===== src/rtl/taxi_axil_rd_arb_if.sv =====
// AXI4-Lite read-channel bundle for the read arbiter: a PORTS-wide requester side and one
// shared master side. The slave modport is the arbiter's view; master is the environment's.
interface taxi_axil_rd_arb_if #(
  parameter int unsigned PORTS  = 4,
  parameter int unsigned ADDR_W = 32,
  parameter int unsigned DATA_W = 32
);
  logic [PORTS*ADDR_W-1:0] s_araddr;
  logic [PORTS*3-1:0]      s_arprot;
  logic [PORTS-1:0]        s_arvalid;
  logic [PORTS-1:0]        s_arready;
  logic [DATA_W-1:0]       s_rdata;
  logic [1:0]              s_rresp;
  logic [PORTS-1:0]        s_rvalid;
  logic [PORTS-1:0]        s_rready;

  logic [ADDR_W-1:0]       m_araddr;
  logic [2:0]              m_arprot;
  logic                    m_arvalid;
  logic                    m_arready;
  logic [DATA_W-1:0]       m_rdata;
  logic [1:0]              m_rresp;
  logic                    m_rvalid;
  logic                    m_rready;

  modport slave (
    input  s_araddr, s_arprot, s_arvalid, s_rready,
    output s_arready, s_rdata, s_rresp, s_rvalid,
    output m_araddr, m_arprot, m_arvalid, m_rready,
    input  m_arready, m_rdata, m_rresp, m_rvalid
  );

  modport master (
    output s_araddr, s_arprot, s_arvalid, s_rready,
    input  s_arready, s_rdata, s_rresp, s_rvalid,
    input  m_araddr, m_arprot, m_arvalid, m_rready,
    output m_arready, m_rdata, m_rresp, m_rvalid
  );
endinterface


===== src/rtl/taxi_axil_rd_arb.sv =====
// Round-robin AXI4-Lite read arbiter: PORTS requesters share one master, with a single
// transaction outstanding at a time (IDLE -> ADDR -> DATA -> RESP).
module taxi_axil_rd_arb #(
  parameter int unsigned PORTS  = 4,
  parameter int unsigned ADDR_W = 32,
  parameter int unsigned DATA_W = 32
) (
  input  logic                     clk,
  input  logic                     rst_n,
  taxi_axil_rd_arb_if.slave        axil,
  output logic [$clog2(PORTS)-1:0] grant_idx
);

  localparam int unsigned IDX_W = $clog2(PORTS);

  typedef enum logic [1:0] {StIdle, StAddr, StData, StResp} state_e;

  state_e             r_state;
  state_e             w_state_nxt;
  logic [IDX_W-1:0]   r_grant;
  logic [ADDR_W-1:0]  r_araddr;
  logic [2:0]         r_arprot;
  logic [DATA_W-1:0]  r_rdata;
  logic [1:0]         r_rresp;

  logic [IDX_W-1:0]   w_win;
  logic [IDX_W-1:0]   w_cand;
  logic               w_any;
  logic [ADDR_W-1:0]  w_win_addr;
  logic [2:0]         w_win_prot;
  logic               w_ar_hs;
  logic               w_m_r_hs;
  logic [PORTS-1:0]   w_arready;
  logic [PORTS-1:0]   w_rvalid;

  // Search starts one past the last grant so every waiting port is reached within PORTS grants.
  always_comb begin
    w_any  = 1'b0;
    w_win  = r_grant;
    w_cand = r_grant;
    for (int unsigned k = 1; k <= PORTS; k++) begin
      w_cand = IDX_W'((32'(r_grant) + k) % PORTS);
      if (!w_any && axil.s_arvalid[w_cand]) begin
        w_any = 1'b1;
        w_win = w_cand;
      end
    end
  end

  always_comb begin
    w_win_addr = '0;
    w_win_prot = '0;
    for (int unsigned i = 0; i < PORTS; i++) begin
      if (w_win == IDX_W'(i)) begin
        w_win_addr = axil.s_araddr[i*ADDR_W +: ADDR_W];
        w_win_prot = axil.s_arprot[i*3 +: 3];
      end
    end
  end

  assign w_ar_hs  = (r_state == StIdle) && w_any;
  assign w_m_r_hs = (r_state == StData) && axil.m_rvalid;

  always_ff @(posedge clk or negedge rst_n) begin
    if (!rst_n) begin
      r_state <= StIdle;
    end else begin
      r_state <= w_state_nxt;
    end
  end

  always_comb begin
    w_state_nxt = r_state;
    unique case (r_state)
      StIdle:  if (w_any)                     w_state_nxt = StAddr;
      StAddr:  if (axil.m_arready)            w_state_nxt = StData;
      StData:  if (axil.m_rvalid)             w_state_nxt = StResp;
      StResp:  if (axil.s_rready[r_grant])    w_state_nxt = StIdle;
      default:                                w_state_nxt = StIdle;
    endcase
  end

  always_ff @(posedge clk or negedge rst_n) begin
    if (!rst_n) begin
      r_grant  <= IDX_W'(PORTS - 1);
      r_araddr <= '0;
      r_arprot <= '0;
      r_rdata  <= '0;
      r_rresp  <= '0;
    end else begin
      if (w_ar_hs) begin
        r_grant  <= w_win;
        r_araddr <= w_win_addr;
        r_arprot <= w_win_prot;
      end
      if (w_m_r_hs) begin
        r_rdata <= axil.m_rdata;
        r_rresp <= axil.m_rresp;
      end
    end
  end

  // Gating with rst_n keeps s_arready low while reset is held, even with requests pending.
  always_comb begin
    w_arready = '0;
    w_rvalid  = '0;
    if (rst_n && w_ar_hs) w_arready[w_win] = 1'b1;
    if (r_state == StResp) w_rvalid[r_grant] = 1'b1;
  end

  assign axil.s_arready = w_arready;
  assign axil.s_rvalid  = w_rvalid;
  assign axil.s_rdata   = r_rdata;
  assign axil.s_rresp   = r_rresp;
  assign axil.m_araddr  = r_araddr;
  assign axil.m_arprot  = r_arprot;
  assign axil.m_arvalid = (r_state == StAddr);
  assign axil.m_rready  = (r_state == StData);
  assign grant_idx      = r_grant;

endmodule


===== src/flat_wrapper.sv =====
// flat-port wrapper written by rule: the top's interface ports become plain ports
module taxi_axil_rd_arb_flat 
#(
  parameter int unsigned PORTS  = 4,
  parameter int unsigned ADDR_W = 32,
  parameter int unsigned DATA_W = 32
)
  (clk, rst_n, grant_idx, axil_s_araddr, axil_s_arprot, axil_s_arvalid, axil_s_rready, axil_s_arready, axil_s_rdata, axil_s_rresp, axil_s_rvalid, axil_m_araddr, axil_m_arprot, axil_m_arvalid, axil_m_rready, axil_m_arready, axil_m_rdata, axil_m_rresp, axil_m_rvalid);
  taxi_axil_rd_arb_if #(.PORTS(PORTS), .ADDR_W(ADDR_W), .DATA_W(DATA_W)) axil_i ();
  input  logic clk;
  input  logic rst_n;
  output logic [$clog2(PORTS)-1:0] grant_idx;
  input wire logic [$bits(axil_i.s_araddr)-1:0] axil_s_araddr;
  input wire logic [$bits(axil_i.s_arprot)-1:0] axil_s_arprot;
  input wire logic [$bits(axil_i.s_arvalid)-1:0] axil_s_arvalid;
  input wire logic [$bits(axil_i.s_rready)-1:0] axil_s_rready;
  output wire logic [$bits(axil_i.s_arready)-1:0] axil_s_arready;
  output wire logic [$bits(axil_i.s_rdata)-1:0] axil_s_rdata;
  output wire logic [$bits(axil_i.s_rresp)-1:0] axil_s_rresp;
  output wire logic [$bits(axil_i.s_rvalid)-1:0] axil_s_rvalid;
  output wire logic [$bits(axil_i.m_araddr)-1:0] axil_m_araddr;
  output wire logic [$bits(axil_i.m_arprot)-1:0] axil_m_arprot;
  output wire logic [$bits(axil_i.m_arvalid)-1:0] axil_m_arvalid;
  output wire logic [$bits(axil_i.m_rready)-1:0] axil_m_rready;
  input wire logic [$bits(axil_i.m_arready)-1:0] axil_m_arready;
  input wire logic [$bits(axil_i.m_rdata)-1:0] axil_m_rdata;
  input wire logic [$bits(axil_i.m_rresp)-1:0] axil_m_rresp;
  input wire logic [$bits(axil_i.m_rvalid)-1:0] axil_m_rvalid;
  assign axil_i.s_araddr = axil_s_araddr;
  assign axil_i.s_arprot = axil_s_arprot;
  assign axil_i.s_arvalid = axil_s_arvalid;
  assign axil_i.s_rready = axil_s_rready;
  assign axil_s_arready = axil_i.s_arready;
  assign axil_s_rdata = axil_i.s_rdata;
  assign axil_s_rresp = axil_i.s_rresp;
  assign axil_s_rvalid = axil_i.s_rvalid;
  assign axil_m_araddr = axil_i.m_araddr;
  assign axil_m_arprot = axil_i.m_arprot;
  assign axil_m_arvalid = axil_i.m_arvalid;
  assign axil_m_rready = axil_i.m_rready;
  assign axil_i.m_arready = axil_m_arready;
  assign axil_i.m_rdata = axil_m_rdata;
  assign axil_i.m_rresp = axil_m_rresp;
  assign axil_i.m_rvalid = axil_m_rvalid;
  taxi_axil_rd_arb #(.PORTS(PORTS), .ADDR_W(ADDR_W), .DATA_W(DATA_W)) u_core (.clk(clk), .rst_n(rst_n), .axil(axil_i), .grant_idx(grant_idx));
endmodule

===== config.mk =====
export PLATFORM = sky130hd
export DESIGN_NAME = taxi_axil_rd_arb_flat
export DESIGN_NICKNAME = d
export VERILOG_FILES = /design/src/rtl/taxi_axil_rd_arb_if.sv /design/src/rtl/taxi_axil_rd_arb.sv /design/src/flat_wrapper.sv
export SDC_FILE = /design/constraint.sdc
export NUM_CORES = 1
export LEC_CHECK = 0
export ABC_CLOCK_PERIOD_IN_PS = 3300
export BUFFER_PORTS_ARGS = -buffer_cell sky130_fd_sc_hd__buf_2
export CAP_MARGIN = 40
export CORE_UTILIZATION = 42
export DETAILED_ROUTE_END_ITERATION = 12
export PLACE_DENSITY = 0.78
export RECOVER_POWER = 100
export SYNTH_ARGS = -nofsm -noshare
export SYNTH_HDL_FRONTEND = slang
export SYNTH_SLANG_ARGS = --single-unit

===== constraint.sdc =====
create_clock -name clk -period 3.3 [get_ports clk]
set_clock_uncertainty 0.2 [all_clocks]
set_input_delay 0.66 -clock clk [delete_from_list [all_inputs] [get_ports clk]]
set_output_delay 0.66 -clock clk [all_outputs]
set_load 0.005 [all_outputs]

==> flow_metrics.env <==
export IMPL_setup_tns_final_ps=0
export IMPL_cp_required_ps=2440
export IMPL_ir_drop_uv=479
export IMPL_min_period_over_period=0.994
export IMPL_grt_pass1_wl_mm=28.7
export IMPL_rows=39
export IMPL_yosysTopAreaCell="dfrtp_1"
export IMPL_synth_area_per_cell_sq_um=8.63
export IMPL_drc=0
export IMPL_min_from="u_core.axil.m_arprot[1]"
export IMPL_ant_nets=0
export IMPL_dpl_hpwl_mm=11.9
export IMPL_grt_usage=0.285
export IMPL_syn_cell_area_sq_um=5130
export IMPL_final_core_util=0.586
export IMPL_grt_max_degree=79
export IMPL_avgViaCountPerCell=6.12
export IMPL_crit_path_end_kind="output port"
export IMPL_final_setup_worst_slack_ps=21.2
export IMPL_worstSetupPathType="flop to output port"
export IMPL_cts_sinks=73
export IMPL_dieWidth_um=112
export IMPL_drtPass1Iterations=5
export IMPL_yosys_warnings=0
export IMPL_first_global_vias=5629
export IMPL_worstPathArrival_ps=2420
export IMPL_placed_area_sq_um=6470
export IMPL_ys_seq_elements=73
export IMPL_hold_path_class="flop to flop"
export IMPL_max_slew_worst_pin_slew_ps=1800
export IMPL_rsz0062_at_grt="true"
export IMPL_diodes=0
export IMPL_regArea_sq_um=1830
export IMPL_path_clk_slew_ps=60
export IMPL_p_leak_nw=3.16
export IMPL_fillCellCount=1084
export IMPL_drt_total_wl_mm=18.2
export IMPL_hold_violations=0
export IMPL_cap_viol_max_count=1
export IMPL_hold_worst_slack_ps=289
export IMPL_reg2regPathDepth=9
export IMPL_dieArea_sq_um=12700
export IMPL_reg2reg_slack_ps=450
export IMPL_synth_nets=789
export IMPL_total_power_mw=6.71
export IMPL_drive_above_1_share=0.383
export IMPL_drt_iter0_markers=611
export IMPL_status="finished, violations left"
export IMPL_antenna_found_initial=0
export IMPL_vias=5929
export IMPL_numCtsBuffers=9
export IMPL_cp_start_kind="flop"
export IMPL_numPlacedInstances=950
export IMPL_yosysSeqAreaShare=0.357
export IMPL_clock_latency_ps=330
export IMPL_fin_area_sq_um=6830
export IMPL_place_ws_ps=211
export IMPL_reg2reg_to="u_core.axil.m_araddr[28]"
export IMPL_hold_path_endpoint="u_core.axil.m_arprot[1]"
export IMPL_p_per_area_nw_per_um2=983
export IMPL_maxSlewViolCount=31
export IMPL_synth_top_cells_by_count="nand2_1, dfrtp_1, a31oi_1, o32ai_1, clkbuf_1"
export IMPL_port_buffer_count=266
export IMPL_yosys_top_cells_area="dfrtp_1, nand2_1, o32ai_1"
export IMPL_cpPeakStageDelay_ps=560
export IMPL_synth_async_reset_ratio=1.00
export IMPL_grt_ovfl_total=0
export IMPL_nets=1017
export IMPL_ys_flop_type="dfrtp_1"
export IMPL_period_needed_ps=3280
export IMPL_synth_top_family_by_area="compound AO/OA/AOI/OAI gates"
export IMPL_synth_top_area_share=0.347
export IMPL_cp_top_family="flip-flops"
export IMPL_regToRegStartpoint="u_core.grant_idx[1]"
export IMPL_synth_compound_area_frac=0.291
export IMPL_crit_chain="inv_4 > ha_4 > buf_4 > mux2_4 > o21ai_2 > nand2_2 > and2_4 > nor3_1 > buf_2"
export IMPL_synthAdderAreaFrac=0.0220
export IMPL_root_buffer="clkbuf_16"
export IMPL_synthXorXnorAreaFrac=0
export IMPL_cts_tree="yes"
export IMPL_synth_edf_count=0
export IMPL_die_h_um=112
export IMPL_wl_per_cell_um=18.8
export IMPL_cts_max_level=3
export IMPL_setup_viol=0
export IMPL_place_congestion=0.885
export IMPL_synth_distinct_cells=43
export IMPL_maxSlewHeadroom=-0.198
export IMPL_cp_buffers_inverters=3
export IMPL_fmax_mhz=305
export IMPL_io_pins=267
export IMPL_synth_simple_area_share=0.161
export IMPL_final_cell_count_no_fill=969
export IMPL_critPathSlowestCell="dfstp_2"
export IMPL_violations="capacitance limit, slew limit"
export IMPL_synthMuxAreaShare=0.0939
export IMPL_clk_path_buf_depth=2
export IMPL_multi_input_area_sq_um=2980
export IMPL_cts_hold_buf=0
export IMPL_start_util=0.440
export IMPL_coreArea_sq_um=11700
export IMPL_syn_to_final_growth_pct=33.3
export IMPL_holdPathStages=2
export IMPL_synthMostInstantiatedCell="nand2_1"
export IMPL_crit_path_max_fanout=5
export IMPL_postSynthCellCount=594
==> flip-flops by register name (all words and copies together), names as in the netlist <==
signal,cells
u_core.axil.m_araddr,32
u_core.axil.s_rdata,32
u_core.axil.s_rresp,2
u_core.grant_idx,2
u_core.r_state,2
u_core.axil.m_arprot,3
==> logic make-up (layout without fill, tap and decap cells) <==
| logic type | count (synthesis) | after routing |
|---|---|---|
| AO/OA/AOI/OAI | 191 | 191 |
| flip-flops | 73 | 73 |
| multiplexers | 41 | 41 |
| AND/OR/NAND/NOR | 203 | 203 |
| adder cells (fa/ha/maj) | 9 | 9 |
| buffers and inverters | 77 | 309 |
==> power breakdown <==
group	leakage, nW	internal, mW	switching (mW)
logic	2.12	1.65	2.32
clock network	0.155	0.734	0.378
registers	0.886	1.36	0.268
total	3.16	3.74	2.97
==> timing repair <==
item / 4_1_cts / 5_1_grt
endpoints found under the setup margin: 4 / 4
gates resized for setup: 3 / 13
pin swaps: 0 / 5
buffers inserted: 0 / 4
==> worst min-delay path, stage by stage (launching register included) <==
cell      delay [ps]
dfrtp_1          340
nand2_1           50
o221ai_1          60
==> how the worst max path moves through the flow <==
stage / startpoint / to / slack (ps) / cells past startpoint
floorplan: u_core.grant_idx[0] / axil_s_arready[1] / 2 / 11
global placement: u_core.grant_idx[1] / axil_s_arready[1] / 250 / 8
detailed placement: u_core.grant_idx[1] / axil_s_arready[1] / 210 / 8
CTS: u_core.grant_idx[1] / axil_s_arready[1] / 10 / 7
global route: u_core.grant_idx[1] / axil_s_arready[1] / -50 / 9
finish: u_core.grant_idx[1] / axil_s_arready[3] / 20 / 9
==> per-layer routing <==
layer  wire length [um]  GRT usage
met5                  0          0
met4                541      0.129
met3               1520     0.0481
met2               8650      0.453
met1               7480      0.381
==> area by class of cell <==
class | instances | area share
Multi-Input combinational cell | 444 | 0.436
Timing Repair Buffer | 286 | 0.216
Sequential cell | 73 | 0.268
Clock buffer | 10 | 0.0335
Inverter | 8 | 0.00476
Clock inverter | 5 | 0.0154
Tap cell | 143 | 0.0262
==> cells in the final DEF (no fill, tap or decap), types with 2 or more instances in the layout <==
master	Yosys	routed
inv_1	7	6
mux2_1	1	3
buf_2	8	227
and2_1	5	4
nand2_1	181	180
a31oi_1	70	70
clkbuf_16	0	9
mux2_2	36	33
buf_6	11	2
mux2i_1	2	2
nor3_2	1	2
clkinvlp_4	0	2
dfstp_2	2	2
o32ai_1	70	70
o21ai_0	2	2
dfrtp_1	71	71
buf_4	1	13
a222oi_1	2	2
buf_12	0	2
ha_1	9	8
a211o_1	2	2
clkbuf_1	49	41
o221ai_1	35	35
bufinv_16	0	3
nor3_1	5	3
(Power assumes the default switching activity.)
